### src/rtl/run_monitor_pkg.sv
// ============================================================================
// Module   : run_monitor_pkg
// Brief    : State encodings and default parameters shared by run_monitor.
// Revision : 1.0
// ============================================================================
`default_nettype none

package run_monitor_pkg;

    typedef enum logic [1:0] {
        S_IDLE    = 2'd0,
        S_RUN     = 2'd1,
        S_HALT    = 2'd2,
        S_TIMEOUT = 2'd3
    } run_state_t;

    localparam int unsigned c_def_xlen        = 32;
    localparam int unsigned c_def_cnt_w       = 32;
    localparam int unsigned c_def_max_cycles  = 500;
    localparam int unsigned c_def_end_pc      = 0;
    localparam int unsigned c_def_stall_limit = 8;

endpackage

`default_nettype wire

### src/rtl/run_monitor_sat_counter.sv
// ============================================================================
// Module   : sat_counter
// Brief    : Up-counter with synchronous clear and saturation at all-ones.
//            o_next exposes the value that will be loaded on the next edge.
// Revision : 1.0
// ============================================================================
`default_nettype none

module sat_counter #(
    parameter int unsigned WIDTH = 32
) (
    input  logic             clk,
    input  logic             rst_n,
    input  logic             i_clr,
    input  logic             i_en,
    output logic [WIDTH-1:0] o_count,
    output logic [WIDTH-1:0] o_next
);

    logic [WIDTH-1:0] r_count;

    // Clear wins over enable so a restart on the same cycle always zeroes.
    always_comb begin
        o_next = r_count;
        if (i_clr) begin
            o_next = '0;
        end else if (i_en && (r_count != '1)) begin
            o_next = r_count + WIDTH'(1);
        end
    end

    always_ff @(posedge clk or negedge rst_n) begin
        if (!rst_n) begin
            r_count <= '0;
        end else begin
            r_count <= o_next;
        end
    end

    assign o_count = r_count;

endmodule

`default_nettype wire

### src/rtl/run_monitor.sv
// ============================================================================
// Module   : run_monitor
// Brief    : Watches a CPU program counter and ends a run on END_PC, a
//            self-loop stall, or a cycle timeout. Optional retired-instruction
//            counter is enabled by defining RUN_MONITOR_INSTRET_EN.
// Revision : 1.0
// ============================================================================
`default_nettype none

module run_monitor
    import run_monitor_pkg::*;
#(
    parameter int unsigned      XLEN        = c_def_xlen,
    parameter int unsigned      CNT_W       = c_def_cnt_w,
    parameter int unsigned      MAX_CYCLES  = c_def_max_cycles,
    parameter logic [XLEN-1:0]  END_PC      = XLEN'(c_def_end_pc),
    parameter int unsigned      STALL_LIMIT = c_def_stall_limit
) (
    input  logic             clk,
    input  logic             reset,
    input  logic             start,
    input  logic [XLEN-1:0]  pc,
    input  logic             retire,
    output logic [1:0]       state,
    output logic             stop_req,
    output logic [CNT_W-1:0] cycle_count,
    output logic [XLEN-1:0]  final_pc
`ifdef RUN_MONITOR_INSTRET_EN
    ,
    output logic [CNT_W-1:0] instret
`endif
);

    run_state_t       r_state;
    logic             r_stop_req;
    logic [XLEN-1:0]  r_final_pc;
    logic [XLEN-1:0]  r_prev_pc;
    logic             r_pc_valid;

    logic             w_run;
    logic             w_count_en;
    logic             w_pc_same;
    logic             w_end_hit;
    logic             w_stall_hit;
    logic             w_timeout_hit;
    logic [CNT_W-1:0] w_cycle_next;
    logic [CNT_W-1:0] w_stall_count;
    logic [CNT_W-1:0] w_stall_next;
    logic             w_unused_ok;

    assign w_run      = (r_state == S_RUN);
    // A start pulse in RUN is a restart cycle, not a counted RUN cycle.
    assign w_count_en = w_run && !start;
    assign w_pc_same  = r_pc_valid && (pc == r_prev_pc);

    sat_counter #(
        .WIDTH (CNT_W)
    ) u_cycle_cnt (
        .clk     (clk),
        .rst_n   (reset),
        .i_clr   (start),
        .i_en    (w_count_en),
        .o_count (cycle_count),
        .o_next  (w_cycle_next)
    );

    sat_counter #(
        .WIDTH (CNT_W)
    ) u_stall_cnt (
        .clk     (clk),
        .rst_n   (reset),
        .i_clr   (start || (w_count_en && !w_pc_same)),
        .i_en    (w_count_en && w_pc_same),
        .o_count (w_stall_count),
        .o_next  (w_stall_next)
    );

    // Terminations are judged on the counter values this cycle will produce.
    assign w_end_hit     = (pc == END_PC);
    assign w_stall_hit   = (STALL_LIMIT != 0) && (w_stall_next == CNT_W'(STALL_LIMIT));
    assign w_timeout_hit = (w_cycle_next == CNT_W'(MAX_CYCLES));

    always_ff @(posedge clk or negedge reset) begin
        if (!reset) begin
            r_state    <= S_IDLE;
            r_stop_req <= 1'b0;
            r_final_pc <= '0;
            r_prev_pc  <= '0;
            r_pc_valid <= 1'b0;
        end else begin
            r_stop_req <= 1'b0;
            if (start) begin
                r_state    <= S_RUN;
                r_final_pc <= '0;
                r_prev_pc  <= '0;
                r_pc_valid <= 1'b0;
            end else if (r_state == S_RUN) begin
                r_prev_pc  <= pc;
                r_pc_valid <= 1'b1;
                if (w_end_hit || w_stall_hit) begin
                    r_state    <= S_HALT;
                    r_stop_req <= 1'b1;
                    r_final_pc <= pc;
                end else if (w_timeout_hit) begin
                    r_state    <= S_TIMEOUT;
                    r_stop_req <= 1'b1;
                    r_final_pc <= pc;
                end
            end
        end
    end

    assign state    = r_state;
    assign stop_req = r_stop_req;
    assign final_pc = r_final_pc;

`ifdef RUN_MONITOR_INSTRET_EN
    logic [CNT_W-1:0] w_instret_next;

    sat_counter #(
        .WIDTH (CNT_W)
    ) u_instret_cnt (
        .clk     (clk),
        .rst_n   (reset),
        .i_clr   (start),
        .i_en    (w_count_en && retire),
        .o_count (instret),
        .o_next  (w_instret_next)
    );

    assign w_unused_ok = ^{w_stall_count, w_instret_next};
`else
    assign w_unused_ok = ^{w_stall_count, retire};
`endif

endmodule

`default_nettype wire

### config.mk
export PLATFORM = sky130hd
export DESIGN_NAME = run_monitor
export DESIGN_NICKNAME = d
export VERILOG_FILES = /design/src/rtl/run_monitor_pkg.sv /design/src/rtl/run_monitor_sat_counter.sv /design/src/rtl/run_monitor.sv
export SDC_FILE = /design/constraint.sdc
export NUM_CORES = 1
export LEC_CHECK = 0
export ABC_AREA = 1
export BUFFER_PORTS_ARGS = -buffer_cell sky130_fd_sc_hd__buf_2
export CAP_MARGIN = 20
export CORE_MARGIN = 4
export CORE_UTILIZATION = 30
export CTS_CLUSTER_DIAMETER = 40
export DETAILED_ROUTE_END_ITERATION = 10
export PLACE_DENSITY = 0.58
export SYNTH_ARGS = -nofsm -noshare
export SYNTH_HDL_FRONTEND = slang
export SYNTH_SLANG_ARGS = --single-unit
### constraint.sdc
create_clock -name clk -period 3.17 [get_ports clk]
set_input_delay 0.317 -clock clk [delete_from_list [all_inputs] [get_ports clk]]
set_output_delay 0.317 -clock clk [all_outputs]
set_load 0.03 [all_outputs]
==> impl_metrics.tcl, run 1 <==
set metrics [dict create \
    synth-seq-cells 132 \
    final_cell_mix "421 x nand2_1, 200 x inv_1, 140 x nor2_1" \
    met3_usage_pct 3.43 \
    gp_congestion 0.910 \
    placedInstanceArea_sq_um 9550 \
    die-area_sq_um 31200 \
    nNetsFinal 1456 \
    dpl.hpwl_um 18500 \
    ioPinCount 103 \
    wl_per_cell_um 14.1 \
    grt_pass1_vias 8370 \
    p_per_area_nw_per_um2 453 \
    viasPerCell 4.70 \
    synth_area_per_cell_sq_um 6.63 \
    max_freq_mhz 330 \
    whs_endpoint "final_pc[13]$_DFFE_PN0P_" \
    cts_buffers 17 \
    start_util_pct 30.5 \
    grt-busiest-layer "met2" \
    die_w_um 177 \
    skew_ns 0.0120 \
    clk_pin_slew_worst_paths_ns 0.06 \
    crit_path_start_kind "flip-flop" \
    wl_um 25600 \
    synth_edf_count 0 \
    vias 8505 \
    multi_input_area_sq_um 4330 \
    grt_pass1_wl_um 41000 \
    relSlewSlack_pct 51.4 \
    power_mw 4.75 \
    hold_path_class "in2reg" \
    syn_area_sq_um 8520 \
    rr_worst_depth 19 \
    io_buffers 101 \
    clk-insertion-delay-late_ns 0.43 \
    drc 0 \
    grt_util_all_layers_pct 16.1 \
    grt_max_degree 77 \
    h-tree-depth 4 \
    rr_startpoint "u_cycle_cnt.o_count[7]$_DFF_PN0_" \
    die_h_um 177 \
    vdd_drop_max_mv 0.315 \
    core_area_sq_um 27900 \
    first_pass_iters 5 \
    finalHoldViolCount 0 \
    path_max_fanout 6 \
    antenna_found_initial 4 \
    antenna_left 0 \
    ff_latch_area_sq_um 3300 \
    root_buffer "clkbuf_16" \
    synth.distinct_cells 44 \
    grt_remaining_overflow 0 \
    cts_tree "yes" \
    yosys_warnings 0 \
    area_growth_pct 23.0 \
    clk_path_buf_depth 2 \
    layout_commonest_cell "nand2_1" \
    rr_endpoint "final_pc[20]$_DFFE_PN0P_" \
    worstHoldPathCells 3 \
    use_met2_pct 27.8 \
    grt_use_met1_pct 20.6 \
    slew_violations 0 \
    status "finished clean" \
    syn_nets 1323 \
    drtIter0Drc 541 \
    setup_viol 0 \
    r2r_setup_slack_ns 0.14 \
    yosysSeqAreaShare_pct 38.8 \
    crit_arrival_ns 3.35 \
    drive_gt1_share_pct 17.9 \
    clock-sinks 132 \
    crit_type "reg2reg" \
    fin_crit_ns 3.03 \
    leakage_nw 5.67 \
    num_rows 61 \
    utilization_pct 37.5 \
    worstPathRequired_ns 3.49 \
    netlist_instances 1285 \
    final_cell_area_sq_um 10500 \
    worst_setup_path_end_kind "flip-flop" \
    timing.max_cap.violations 0 \
    ys.flop_type "dfrtp_1" \
    fillers 3032 \
    synthArstFlopShare_pct 100 \
    worstMarginPinSlew_ns 0.729 \
    worstHoldStart "pc[13]" \
    final.period_utilization_pct 95.6 \
]
[state kept, by name, summed over array words and instances, names as in the netlist]
| name | flops |
|---|---|
| final_pc | 32 |
| r_prev_pc | 32 |
| u_cycle_cnt.o_count | 32 |
| u_stall_cnt.o_count | 32 |
| state | 2 |
| r_pc_valid | 1 |
| stop_req | 1 |
[where the power goes]
group,switching (mW),internal (mW)
sequential,0.0622,1.78
clock,0.838,1.29
combinational,0.546,0.228
total,1.45,3.30
[worst max-delay path: stages, from the launching register on]
cell	delay, ns
dfrtp_1	0.46
nand2_1	0.11
nor2_1	0.22
nand2_1	0.16
nor2_4	0.19
nand2_1	0.15
nor3_2	0.20
nand2_1	0.08
nand2_1	0.06
nand3_1	0.11
nand2_1	0.11
nor2_1	0.05
nand2_1	0.10
nor2_1	0.09
a21oi_2	0.21
nand3_4	0.16
buf_4	0.19
clkbuf_16	0.16
nand3_1	0.06
nand2_1	0.06
[Yosys cell counts, types with 10 or more instances]
cell type | instances | share of area [%]
nand2_1 | 422 | 19
inv_1 | 200 | 8.8
nor2_1 | 145 | 6.4
dfrtp_1 | 132 | 39
nand3_1 | 126 | 7.4
nand4_1 | 38 | 2.8
nor3_1 | 26 | 1.5
o22ai_1 | 26 | 1.9
inv_2 | 20 | 0.88
o21ai_0 | 20 | 1.2
nand2_2 | 13 | 0.95
buf_4 | 10 | 0.88
clkbuf_1 | 10 | 0.44
xnor2_1 | 10 | 1.0
[per-layer routing]
layer | vias to the layer above | part of all wire [%]
li1 | 4301 | -
met1 | 3959 | 46
met2 | 200 | 48
met3 | 39 | 4.7
met4 | 6 | 1.8
met5 | - | 0.12
[cells by family (layout without fill, tap and decap cells)]
family	after synthesis	in the layout	share of synthesized area (%)
fa+ha+maj	2	2	0.294
compound gates	74	74	5.53
xor+xnor	19	19	1.95
flops	132	132	38.8
other cells	0	2	0
simple gates	803	805	41.2
buf+inv	255	399	12.2
[area by class of cell]
class,count,share of cell area (%)
inverters,221,7.91
clock buffers,19,4.32
flip-flops and latches,132,31.5
multi-input cells,900,41.3
clock inverters,13,1.61
diodes,2,0.0477
well taps,378,4.51
repair buffers,146,8.79
[worst max-delay path by stage]
stage                                          start                  endpoint  slack, ns  cells past startpoint
floorplan           u_cycle_cnt.o_count[0]$_DFF_PN0_  final_pc[11]$_DFFE_PN0P_       0.42                     20
global placement                              pc[31]  final_pc[27]$_DFFE_PN0P_       0.04                     21
detailed placement                            pc[31]  final_pc[21]$_DFFE_PN0P_      -0.05                     21
CTS                 u_stall_cnt.o_count[0]$_DFF_PN0_  final_pc[12]$_DFFE_PN0P_       0.03                     20
global route        u_cycle_cnt.o_count[7]$_DFF_PN0_  final_pc[31]$_DFFE_PN0P_      -0.02                     19
finish              u_cycle_cnt.o_count[7]$_DFF_PN0_  final_pc[20]$_DFFE_PN0P_       0.14                     19
[what timing repair did]
| action | in CTS | in global routing |
|---|---|---|
| hold endpoints to repair | 73 | 0 |
| buffers inserted | 0 | 8 |
| resized for setup | 1 | 34 |
| pin swaps | 0 | 3 |
| hold buffers | 1 | 0 |
| setup endpoints to repair | 1 | 35 |
| cloned | 0 | 4 |
[through the flow]
stage	TNS, ns	instances	hold WS, ns	worst slack [ns]
detailed placement	-0.452	1764	0.411	-0.0510
global route	-0.124	1809	0.164	-0.0167
finish	0	1811	0.145	0.139
CTS	0	1797	0.140	0.0289
global placement	0	1764	0.412	0.0430
floorplan	0	1285	0.0214	0.418
No activity file was read; power rests on OpenSTA's default activity.
==> run 2, diff against run 1 <==
--- a/config.mk
+++ b/config.mk
@@ -8,11 +8,13 @@
 export ABC_AREA = 1
 export BUFFER_PORTS_ARGS = -buffer_cell sky130_fd_sc_hd__buf_2
 export CAP_MARGIN = 20
+export CELL_PAD_IN_SITES_DETAIL_PLACEMENT = 0
+export CELL_PAD_IN_SITES_GLOBAL_PLACEMENT = 1
 export CORE_MARGIN = 4
 export CORE_UTILIZATION = 30
 export CTS_CLUSTER_DIAMETER = 40
 export DETAILED_ROUTE_END_ITERATION = 10
-export PLACE_DENSITY = 0.58
+export PLACE_DENSITY = 0.72
 export SYNTH_ARGS = -nofsm -noshare
 export SYNTH_HDL_FRONTEND = slang
 export SYNTH_SLANG_ARGS = --single-unit
==> impl_metrics.tcl, run 2 (synthesized netlist as in run 1, its figures left out) <==
set metrics [dict create \
    ff_latch_area_sq_um 3300 \
    clk_pin_slew_worst_paths_ns 0.07 \
    hold_ws_ns 0.155 \
    worstPathRequired_ns 3.48 \
    vdd_drop_max_mv 0.242 \
    die_w_um 177 \
    antenna_found_initial 2 \
    final_cell_mix "420 x nand2_1, 200 x inv_1, 138 x nor2_1" \
    final.period_utilization_pct 92.4 \
    dpl.hpwl_um 19000 \
    crit_arrival_ns 3.24 \
    worst_setup_path_end_kind "flip-flop" \
    relSlewSlack_pct 49.6 \
    clk_path_buf_depth 2 \
    power_mw 4.95 \
    root_buffer "clkbuf_16" \
    wl_per_cell_um 14.4 \
    clkPwrFrac_pct 47.0 \
    worstMarginPinSlew_ns 0.756 \
    clock-sinks 132 \
    clk-insertion-delay-late_ns 0.42 \
    grt_remaining_overflow 0 \
    start_util_pct 30.5 \
    die-area_sq_um 31200 \
    vias 8311 \
    path_max_fanout 15 \
    fillers 3040 \
    r2r_setup_slack_ns 0.24 \
    ioPinCount 103 \
    drc 0 \
    timing.max_cap.violations 0 \
    rr_worst_depth 22 \
    slew_violations 0 \
    worstHoldPathCells 3 \
    viasPerCell 4.59 \
    setup_viol 0 \
    wl_um 26100 \
    cts_tree "yes" \
    fin_cells 1811 \
    max_freq_mhz 341 \
    drive_gt1_share_pct 18.0 \
    rr_endpoint "final_pc[31]$_DFFE_PN0P_" \
    combPwrFrac_pct 15.8 \
    use_met2_pct 27.5 \
    multi_input_area_sq_um 4320 \
    p_sw_share_pct 29.1 \
    final_cell_area_sq_um 10600 \
    drtIter0Drc 489 \
    power.internal_mw 3.51 \
    met3_usage_pct 2.81 \
    p_sw_mw 1.44 \
    crit_type "reg2reg" \
    fin_crit_ns 2.93 \
    crit_path_start_kind "flip-flop" \
    skew_ns 0.0143 \
    die_h_um 177 \
    hold_path_class "in2reg" \
    layout_commonest_cell "nand2_1" \
    whs_endpoint "final_pc[10]$_DFFE_PN0P_" \
    first_pass_iters 5 \
    finalHoldViolCount 0 \
    grt_util_all_layers_pct 16.5 \
    grt_pass1_vias 7904 \
    area_growth_pct 24.3 \
    rr_startpoint "r_prev_pc[28]$_DFFE_PN0P_" \
    grt-busiest-layer "met2" \
    dp.cells 1762 \
    num_rows 61 \
    cts_buffers 17 \
    nNetsFinal 1457 \
    status "finished clean" \
    antenna_left 0 \
    placedInstanceArea_sq_um 9610 \
    leakage_nw 5.70 \
    grt_use_met1_pct 22.6 \
    pwr-share-seq_pct 37.2 \
    p_per_area_nw_per_um2 467 \
    worstHoldStart "pc[10]" \
    io_buffers 101 \
    grt_max_degree 75 \
    h-tree-depth 4 \
    gp_congestion 0.829 \
    core_area_sq_um 27900 \
    grt_pass1_wl_um 41500 \
]
## run 2: critical path: stages (launching register included)
cell and delay [ns]:
dfrtp_1 0.38, inv_2 0.05, nand2_1 0.07, nand2_1 0.07
nor2_2 0.17, nand2_1 0.07, nor2_1 0.12, nand3_1 0.13
nor2_4 0.20, buf_4 0.17, clkbuf_16 0.17, nand4_1 0.08
nand3_1 0.13, nand2_1 0.06, nor2_1 0.09, nand2_1 0.08
nor2_4 0.15, nand2_1 0.10, nand3_4 0.12, nand2_8 0.09
clkbuf_16 0.20, nand2_1 0.06, nand2_1 0.04
## run 2: power groups by stage
stage / sequential (mW) / clock [mW] / combinational [mW]
after floorplan: 1.98 / 0 / 0.372
after global placement: 1.87 / 0 / 0.752
after detailed placement: 1.87 / 0 / 0.758
after CTS: 1.84 / 2.39 / 0.762
after global routing: 1.86 / 2.46 / 0.864
final: 1.84 / 2.33 / 0.780
## run 2: per-layer routing
metal  wire length (um)  part of all wire [%]
met5                 12                 0.046
met4                287                   1.1
met3                883                   3.4
met2              12400                    48
met1              12500                    48
## run 2: final cells by class
class / instances / share of cell area (%)
diodes: 1 / 0.0236
flip-flops and latches: 132 / 31.2
well taps: 378 / 4.46
inverters: 221 / 7.83
clock inverters: 14 / 2.35
multi-input cells: 899 / 40.8
repair buffers: 148 / 9.33
clock buffers: 18 / 4.05
## run 2: stage by stage
stage	util [%]	worst slack (ns)	TNS, ns
2_1_floorplan	-	0.418	0
5_1_grt	37.9	-0.0228	-0.157
6_report	37.9	0.240	0
3_5_place_dp	34.4	-0.0111	-0.0568
3_3_place_gp	34.4	0.00622	0
4_1_cts	36.9	0.0254	0
## run 2: worst max path at each step
stage / startpoint / end / cells past startpoint
final: r_prev_pc[28]$_DFFE_PN0P_ / final_pc[31]$_DFFE_PN0P_ / 22
after global routing: u_stall_cnt.o_count[0]$_DFF_PN0_ / final_pc[6]$_DFFE_PN0P_ / 22
after CTS: u_cycle_cnt.o_count[1]$_DFF_PN0_ / final_pc[4]$_DFFE_PN0P_ / 19
after detailed placement: pc[8] / final_pc[12]$_DFFE_PN0P_ / 23
after global placement: pc[4] / final_pc[3]$_DFFE_PN0P_ / 20
after floorplan: u_cycle_cnt.o_count[0]$_DFF_PN0_ / final_pc[11]$_DFFE_PN0P_ / 20
## run 2: repair_timing
action / in CTS / in global routing
resized for setup: 0 / 31
hold buffers: 1 / 0
hold endpoints to repair: 68 / 0
setup buffers: 0 / 12
endpoints found under the setup margin: 0 / 35
==> run 3, diff against run 2 <==
--- a/config.mk
+++ b/config.mk
@@ -15,6 +15,7 @@
 export CTS_CLUSTER_DIAMETER = 40
 export DETAILED_ROUTE_END_ITERATION = 10
 export PLACE_DENSITY = 0.72
+export REMOVE_ABC_BUFFERS = 1
 export SYNTH_ARGS = -nofsm -noshare
 export SYNTH_HDL_FRONTEND = slang
 export SYNTH_SLANG_ARGS = --single-unit
==> constraint.sdc (replaced) <==
create_clock -name clk -period 3.17 [get_ports clk]
set_input_delay 0.317 -clock clk [delete_from_list [all_inputs] [get_ports clk]]
set_output_delay 0.317 -clock clk [all_outputs]
set_load 0.1 [all_outputs]
==> impl_metrics.tcl, run 3 (synthesized netlist as in run 1, its figures left out) <==
set metrics [dict create \
    slew_violations 0 \
    io_buffers 101 \
    antenna_found_initial 0 \
    layout_commonest_cell "nand2_1" \
    grt_pass1_vias 8309 \
    clock-sinks 132 \
    die_w_um 177 \
    utilization_pct 39.2 \
    grt_max_degree 73 \
    vdd_drop_max_mv 0.291 \
    setup_viol 0 \
    fillers 3043 \
    nNetsFinal 1487 \
    cts_buffers 17 \
    dpl.hpwl_um 19600 \
    start_util_pct 30.5 \
    grt_pass1_wl_um 43200 \
    first_pass_iters 5 \
    area_growth_pct 28.3 \
    wl_per_cell_um 15.1 \
    viasPerCell 4.66 \
    wl_um 27700 \
    drc 0 \
    ff_latch_area_sq_um 3300 \
    clk_path_buf_depth 2 \
    skew_ns 0.0124 \
    placedInstanceArea_sq_um 9750 \
    crit_arrival_ns 3.35 \
    multi_input_area_sq_um 4520 \
    die-area_sq_um 31200 \
    h-tree-depth 4 \
    relSlewSlack_pct 50.8 \
    worstPathRequired_ns 3.50 \
    clk_pin_slew_worst_paths_ns 0.07 \
    crit_path_start_kind "flip-flop" \
    fin_crit_ns 3.03 \
    power_mw 4.92 \
    die_h_um 177 \
    antenna_left 0 \
    core_area_sq_um 27900 \
    hold_path_class "in2reg" \
    gp_congestion 0.835 \
    num_rows 61 \
    antenna_cells 0 \
    worst_setup_path_end_kind "flip-flop" \
    leakage_nw 5.90 \
    clk-insertion-delay-late_ns 0.43 \
    root_buffer "clkbuf_16" \
    vias 8561 \
    grt_util_all_layers_pct 17.3 \
    timing.max_cap.violations 0 \
    status "finished clean" \
    finalHoldViolCount 0 \
    worstMarginPinSlew_ns 0.739 \
    grt_remaining_overflow 0 \
    final_cell_mix "404 x nand2_1, 199 x inv_1, 132 x dfrtp_1" \
    path_max_fanout 13 \
    cts_tree "yes" \
    final_cell_area_sq_um 10900 \
    p_per_area_nw_per_um2 450 \
    max_freq_mhz 330 \
    hold_ws_ns 0.142 \
    ioPinCount 103 \
    crit_type "reg2reg" \
    drtIter0Drc 501 \
    final.period_utilization_pct 95.5 \
    drive_gt1_share_pct 22.2 \
]
==> run 3: changes by cell type in the layout (fill, tap and decap cells not counted), moves of 4 or more <==
| cell | before | now |
|---|---|---|
| nor2_2 | 9 | 20 |
| nand2_2 | 15 | 31 |
| nand3_2 | 2 | 7 |
| nand3_1 | 125 | 120 |
| buf_4 | 35 | 55 |
| bufinv_16 | 6 | 1 |
| nor2_1 | 138 | 128 |
| nand2_1 | 420 | 404 |
| nor3_1 | 24 | 20 |
| nor3_4 | 1 | 5 |
==> run 3: layout make-up <==
| cell class | count | area share, % |
|---|---|---|
| Tap cell | 378 | 4.32 |
| Multi-Input combinational cell | 903 | 41.3 |
| Sequential cell | 132 | 30.2 |
| Clock buffer | 18 | 3.92 |
| Timing Repair Buffer | 174 | 11.5 |
| Clock inverter | 13 | 1.19 |
| Inverter | 221 | 7.58 |
==> run 3: metrics by stage <==
step           TNS [ns]  worst slack, ns  cells
3_5_place_dp      -3.53           -0.128   1784
4_1_cts               0           0.0214   1817
2_1_floorplan    -37.59            -1.11   1251
3_3_place_gp      -1.91          -0.0747   1784
5_1_grt          -0.119          -0.0182   1839
6_report              0            0.144   1839
==> run 3: path summary, 6_finish.rpt <==
path                            slack [ns]                                end  cells after the start                               from
worst min-delay path                  0.14           final_pc[17]$_DFFE_PN0P_                      3                             pc[17]
worst max register to register        0.14           final_pc[11]$_DFFE_PN0P_                     20  u_cycle_cnt.o_count[15]$_DFF_PN0_
worst min register to register        0.47           final_pc[30]$_DFFE_PN0P_                      2           final_pc[30]$_DFFE_PN0P_
min in group asynchronous             0.49  u_stall_cnt.o_count[11]$_DFF_PN0_                      2                              reset
worst max-delay path                  0.14           final_pc[11]$_DFFE_PN0P_                     20  u_cycle_cnt.o_count[15]$_DFF_PN0_
max in group asynchronous             1.84            final_pc[4]$_DFFE_PN0P_                      3                              reset
==> run 3: power breakdown <==
part	switching, mW	internal (mW)	total, mW
logic	0.886	0.256	1.14
registers	0.0596	1.78	1.84
clock network	0.847	1.09	1.93
total	1.79	3.12	4.92
==> run 3: timing repair <==
action                     CTS  global route
setup endpoints to repair   33            34
pin swaps                    1            31
setup buffers                0            15
hold buffers                 1             0
gates resized for setup      2            81
cloned                       1             7
hold endpoints to repair    71             0
==> run 3: critical path, cell delays in order, from the launching register on <==
cell       delay [ns]
dfrtp_1          0.40
inv_1            0.09
nor3_2           0.25
nand2_1          0.15
nor2_4           0.18
buf_4            0.13
nand2_2          0.11
nand2_8          0.16
nand2_1          0.06
o21ai_0          0.12
nor2_1           0.11
nand2_1          0.10
nor2_1           0.05
nand2_1          0.09
nor2_1           0.06
a21oi_2          0.18
nand3_4          0.20
buf_12           0.21
clkbuf_16        0.16
nand3_1          0.06
nand2_1          0.06
==> run 3: routing by layer <==
metal	vias to the layer above	GRT usage (%)	routed length, um
met5	-	0	0
met4	0	4.06	442
met3	26	3.43	1240
met2	201	28.9	13100
met1	3978	23.1	12900
li1	4356	-	-
